File: src/rtl/led_seq_pkg.sv
// Shared types for the LED sequencer: FSM state encoding and the fixed key/sw vector table.
package led_seq_pkg;

    typedef enum logic [1:0] {
        ST_IDLE = 2'd0,
        ST_RUN  = 2'd1,
        ST_DONE = 2'd2
    } state_t;

    typedef struct packed {
        logic [3:0] key;
        logic [3:0] sw;
    } vec_t;

    function automatic vec_t vec_lookup(input logic [1:0] i);
        vec_t v;
        case (i)
            2'd0:    v = '{key: 4'b1010, sw: 4'b0101};
            2'd1:    v = '{key: 4'b1111, sw: 4'b0000};
            2'd2:    v = '{key: 4'b0011, sw: 4'b1100};
            default: v = '{key: 4'b1001, sw: 4'b0110};
        endcase
        return v;
    endfunction

endpackage

File: src/rtl/led_seq_if.sv
// Control and datapath bundle between the LED sequencer and its environment.
interface led_seq_if;
    logic       start;
    logic       pause;
    logic       abort;
    logic [7:0] led_i;
    logic [3:0] key_o;
    logic [3:0] sw_o;
    logic [7:0] led_cap;
    logic [1:0] idx;
    logic       busy;
    logic       done;

    modport master (
        output start, pause, abort, led_i,
        input  key_o, sw_o, led_cap, idx, busy, done
    );

    modport slave (
        input  start, pause, abort, led_i,
        output key_o, sw_o, led_cap, idx, busy, done
    );
endinterface

File: src/rtl/led_seq_tick.sv
// Hold counter: counts enabled cycles, flags the last cycle of a TICK_DIV hold period.
// tc is combinational from the registered count and en; clr wins over en.
module led_seq_tick #(
    parameter int TICK_DIV = 4
) (
    input  logic clk,
    input  logic rst,
    input  logic clr,
    input  logic en,
    output logic tc
);
    localparam logic [7:0] TC_VAL = 8'(TICK_DIV - 1);

    logic [7:0] cnt_q;

    always_ff @(posedge clk) begin
        if (rst)
            cnt_q <= 8'd0;
        else if (clr)
            cnt_q <= 8'd0;
        else if (en)
            cnt_q <= cnt_q + 8'd1;
    end

    assign tc = en && (cnt_q == TC_VAL);

endmodule

File: src/rtl/led_seq_ctrl.sv
// LED sequencer: steps key/sw vectors into the datapath, capturing led_i at the end of each hold.
// Build option LED_SEQ_LOOP_EN: wrap to vector 0 forever, pulsing done per pass (abort/rst exit).
module led_seq_ctrl
    import led_seq_pkg::*;
#(
    parameter int TICK_DIV = 4,
    parameter int NUM_VEC  = 4
) (
    input logic     clk,
    input logic     rst,
    led_seq_if.slave bus
);
    localparam logic [1:0] LAST_IDX = 2'(NUM_VEC - 1);

    state_t     state_q, state_d;
    logic [1:0] idx_q, idx_d;
    logic [7:0] cap_q, cap_d;
    logic       done_q, done_d;
    logic       run;
    logic       cnt_en, cnt_clr, tc;
    vec_t       cur;

    assign run = (state_q == ST_RUN);

    // abort outranks pause, and a terminal count always restarts the hold period
    assign cnt_en  = run && !bus.abort && !bus.pause;
    assign cnt_clr = !run || bus.abort || tc;

    led_seq_tick #(.TICK_DIV(TICK_DIV)) u_tick (
        .clk (clk),
        .rst (rst),
        .clr (cnt_clr),
        .en  (cnt_en),
        .tc  (tc)
    );

    always_ff @(posedge clk) begin
        if (rst) begin
            state_q <= ST_IDLE;
            idx_q   <= 2'd0;
            cap_q   <= 8'd0;
            done_q  <= 1'b0;
        end else begin
            state_q <= state_d;
            idx_q   <= idx_d;
            cap_q   <= cap_d;
            done_q  <= done_d;
        end
    end

    always_comb begin
        state_d = state_q;
        idx_d   = idx_q;
        cap_d   = cap_q;
        done_d  = 1'b0;
        case (state_q)
            ST_IDLE: begin
                if (bus.start && !bus.abort) begin
                    state_d = ST_RUN;
                    idx_d   = 2'd0;
                end
            end
            ST_RUN: begin
                if (bus.abort) begin
                    state_d = ST_IDLE;
                    idx_d   = 2'd0;
                end else if (tc) begin
                    cap_d = bus.led_i;
                    if (idx_q == LAST_IDX) begin
                        done_d = 1'b1;
                        idx_d  = 2'd0;
`ifdef LED_SEQ_LOOP_EN
                        state_d = ST_RUN;
`else
                        state_d = ST_DONE;
`endif
                    end else begin
                        idx_d = idx_q + 2'd1;
                    end
                end
            end
            ST_DONE: begin
                state_d = ST_IDLE;
                idx_d   = 2'd0;
            end
            default: begin
                state_d = ST_IDLE;
                idx_d   = 2'd0;
            end
        endcase
    end

    assign cur         = vec_lookup(idx_q);
    assign bus.key_o   = run ? cur.key : 4'd0;
    assign bus.sw_o    = run ? cur.sw  : 4'd0;
    assign bus.idx     = run ? idx_q   : 2'd0;
    assign bus.led_cap = cap_q;
    assign bus.busy    = run;
    assign bus.done    = done_q;

endmodule
File: src/flat_wrapper.sv
// flat-port wrapper written by rule: the top's interface ports become plain ports
module led_seq_ctrl_flat import led_seq_pkg::*;
#(
    parameter int TICK_DIV = 4,
    parameter int NUM_VEC  = 4
)
  (clk, rst, bus_start, bus_pause, bus_abort, bus_led_i, bus_key_o, bus_sw_o, bus_led_cap, bus_idx, bus_busy, bus_done);
  led_seq_if bus_i ();
  input logic clk;
  input logic rst;
  input wire logic [$bits(bus_i.start)-1:0] bus_start;
  input wire logic [$bits(bus_i.pause)-1:0] bus_pause;
  input wire logic [$bits(bus_i.abort)-1:0] bus_abort;
  input wire logic [$bits(bus_i.led_i)-1:0] bus_led_i;
  output wire logic [$bits(bus_i.key_o)-1:0] bus_key_o;
  output wire logic [$bits(bus_i.sw_o)-1:0] bus_sw_o;
  output wire logic [$bits(bus_i.led_cap)-1:0] bus_led_cap;
  output wire logic [$bits(bus_i.idx)-1:0] bus_idx;
  output wire logic [$bits(bus_i.busy)-1:0] bus_busy;
  output wire logic [$bits(bus_i.done)-1:0] bus_done;
  assign bus_i.start = bus_start;
  assign bus_i.pause = bus_pause;
  assign bus_i.abort = bus_abort;
  assign bus_i.led_i = bus_led_i;
  assign bus_key_o = bus_i.key_o;
  assign bus_sw_o = bus_i.sw_o;
  assign bus_led_cap = bus_i.led_cap;
  assign bus_idx = bus_i.idx;
  assign bus_busy = bus_i.busy;
  assign bus_done = bus_i.done;
  led_seq_ctrl #(.TICK_DIV(TICK_DIV), .NUM_VEC(NUM_VEC)) u_core (.clk(clk), .rst(rst), .bus(bus_i));
endmodule
File: config.mk
export PLATFORM = sky130hd
export DESIGN_NAME = led_seq_ctrl_flat
export DESIGN_NICKNAME = d
export VERILOG_FILES = /design/src/rtl/led_seq_pkg.sv /design/src/rtl/led_seq_if.sv /design/src/rtl/led_seq_tick.sv /design/src/rtl/led_seq_ctrl.sv /design/src/flat_wrapper.sv
export SDC_FILE = /design/constraint.sdc
export NUM_CORES = 1
export LEC_CHECK = 0
export BUFFER_PORTS_ARGS = -buffer_cell sky130_fd_sc_hd__buf_2
export CAP_MARGIN = 20
export CORE_MARGIN = 2
export CORE_UTILIZATION = 26
export DETAILED_ROUTE_END_ITERATION = 8
export SETUP_SLACK_MARGIN = 0.02
export SYNTH_ARGS = -nofsm -noshare
export SYNTH_HDL_FRONTEND = slang
export SYNTH_HIERARCHICAL = 1
export SYNTH_SLANG_ARGS = --single-unit
File: constraint.sdc
create_clock -name clk -period 2 [get_ports clk]
set_clock_uncertainty 0.2 [all_clocks]
set_input_delay 0.2 -clock clk [delete_from_list [all_inputs] [get_ports clk]]
set_output_delay 0.2 -clock clk [all_outputs]
set_load 0.1 [all_outputs]
==> impl_results.md <==
- Post-Route WL: 2460 um
- Yosys reg bits: 21
- Fin crit share: around 100%
- Worst Hold Margin: between 0.08 and 0.09 ns
- Worst Path Arrival: just under 2 ns
- Max-cap viol count: 0
- Setup bufs post-CTS: 0
- Static leakage: 0.634 nW
- Kind of end point of the critical path: flop
- Drt wl/cell: ~11 um
- Initial Utilization: between 20% and 30%
- Top post-synthesis cells by area: dfxtp_1, ha_1, nand2_1
- Filler cells: 376
- Req. time, crit path: roughly 2.0 ns
- Mapped Avg Cell Area: between 8 and 9 sq um
- GRT met2 Usage: a little under a quarter
- Synth Net Count: 140
- Highest clock rate: 501 MHz
- TritonRoute pass-1 iters: 4
- GR Util met1: between 10 and 15%
- Root buffer cell: clkbuf_8
- Yosys warnings: 6
- Post-Synthesis Cells: ~120
- Slew headroom: about two thirds
- Chip height: around 66 um
- Hold Violations, Final: 0
- Most numerous cell in the Yosys netlist: dfxtp_1
- Max IR drop VDD: roughly 400 uV
- Post-synth EDFFs: 0
- DRT iter0 DRCs: 19
- Cells after DPL: slightly above 200
- Slew @ Worst Pin: about 0.5 ns
- Top FF cell, synth: dfxtp_1
- Finished Layout Cells: 217
- CP Class: flop to flop
- Largest net degree at the start of global routing: 16
- Port bufs: 32
- Detailed-route via count: 986
- Num ports: 33
- Clock tree buffer depth: 2
- Register area share after synthesis: 41.7%
- First-pass GRT wire length: approximately 4300 um
- DP Wirelength: approximately 1800 um
- Top cell type's share of synthesized area: about two fifths
- Later-pin clock latency in the skew report: around 0.25 ns
- Share of layout cells above drive strength 1: a little over 40%
- Top cells by count, synth: dfxtp_1, nand2_1, nor2_1
- Crit-path max FO: 2
- # clock sinks: 21
- CTS tree: done
- Vias in the first global route: about 1000
- Floorplan Core Area: 0.00369 sq mm
- Status: complete, no violations
- Area grow syn2layout: 50.3%
- # setup viols final: 0
- Netlist cell types: 28
- Post-synthesis async set-or-reset flop share: 0%
- Yosys top cell by area: dfxtp_1
- Crit path launch type: flop
- Fin. max-slew vios: 0
- Synth Cell Area: between 0.001 and 0.0015 sq mm
- CTS buffer count: 3
- GR Overflow Total: 0
- Rows: 22
- DRC: 0
- CTS H-Tree Depth: 1
- ANT nets after route: 0
- Routability Congestion: slightly above 0.8
- DR vias/cell: around 4.5
- Global router's overall resource usage: 12.3%
- Unrepaired setup endpoints after global routing: yes
- Final Critical Period: between 1.5 and 2 ns
- Worst-path clk slew: 0.08 ns
- Routing usage on met3: 2.04%
- Final net count: 191
- Worst hold path type: input pin to flop
- PwrDens: roughly 520 mW/mm^2
- Diodes inserted: 0
- Die area: 0.00439 sq mm
- Die X: 66.2 um
- GRT Max-Usage Layer: met2
- Initial antenna violation count: 0
placed cells by master (no fill, tap or decap), types with 3 or more instances in the layout:
cell,instances
nand3_1,3
or3_1,4
buf_2,26
nor2_2,3
and2_4,3
dfxtp_1,18
dfxtp_2,3
clkbuf_8,3
ha_1,7
dlygate4sd3_1,9
xor2_1,3
o21ai_0,5
a21oi_1,10
nor2_1,9
nand2_1,15
inv_1,4
buf_4,11
clkbuf_4,6
flip-flops by register name, indices dropped and copies added, names as in the netlist:
signal and cells:
u_core/u_tick/cnt_q 8, u_core/bus.done 1, u_core/bus.led_cap 8, u_core/state_q 2, u_core/idx_q 2
critical path, cell delays in order (launching register included):
cell and delay [ns]:
dfxtp_2 0.33, or4_4 0.54, nor4_4 0.16, nand4bb_1 0.15, or4_1 0.48, o21ai_1 0.08
power breakdown:
group	leakage (nW)	switching, W	total, W	internal, W
clock	0.0255	0.000139	0.000277	0.000139
sequential	0.171	0.00000109	0.000420	0.000419
combinational	0.438	0.0000613	0.0000953	0.0000340
timing repair:
action	4_1_cts	5_1_grt
gates resized for setup	3	12
hold buffers	9	0
setup endpoints to repair	9	17
hold endpoints to repair	9	0
pin swaps	1	1
metrics by stage:
| stage | TNS (ns) | setup WS, ns | instance area [sq um] | util (%) | power (W) |
|---|---|---|---|---|---|
| floorplan | -0.817 | -0.246 | 1080 | - | 0.000487 |
| CTS | -0.00975 | -0.00975 | 1480 | 40.1 | 0.000801 |
| detailed placement | -0.365 | -0.0557 | 1340 | 36.2 | 0.000509 |
| finish | 0 | 0.00274 | 1510 | 41.0 | 0.000793 |
| global placement | -0.0648 | -0.0185 | 1340 | 36.2 | 0.000508 |
| global route | -0.301 | -0.0774 | 1510 | 41.0 | 0.000834 |
worst paths after layout:
kind	start	to	slack, ns	cells after the start
max	u_core/u_tick/cnt_q[7]	u_core/idx_q[0]	0.003	5
min reg2reg	u_core/bus.led_cap[6]	u_core/bus.led_cap[6]	0.26	2
min	rst	u_core/bus.led_cap[1]	0.09	2
max reg2reg	u_core/u_tick/cnt_q[7]	u_core/idx_q[0]	0.003	5
kinds of logic after synthesis:
kind of cell,count (synthesis),share of synthesized area (%)
buf+inv,11,4.60
flops,21,41.7
fa+ha+maj,8,9.94
compound gates,19,10.2
simple gates,55,29.1
xor+xnor,4,3.48
mux,1,0.994
per-layer routing:
metal	part of all wire [%]	wire, um
met1	41	1020
met4	0.32	8
met2	54	1330
met3	4.0	99
met5	0	0
cell type report:
cell class / count / area [sq um] / share of cell area (%)
multi-input cells: 87 / 613 / 40.5
flip-flops and latches: 21 / 424 / 28.0
repair buffers: 52 / 348 / 23.0
well taps: 48 / 60.1 / 3.97
clock buffers: 3 / 41.3 / 2.73
inverters: 5 / 22.5 / 1.49
clock inverters: 1 / 5.00 / 0.331
(Power assumes the default switching activity.)
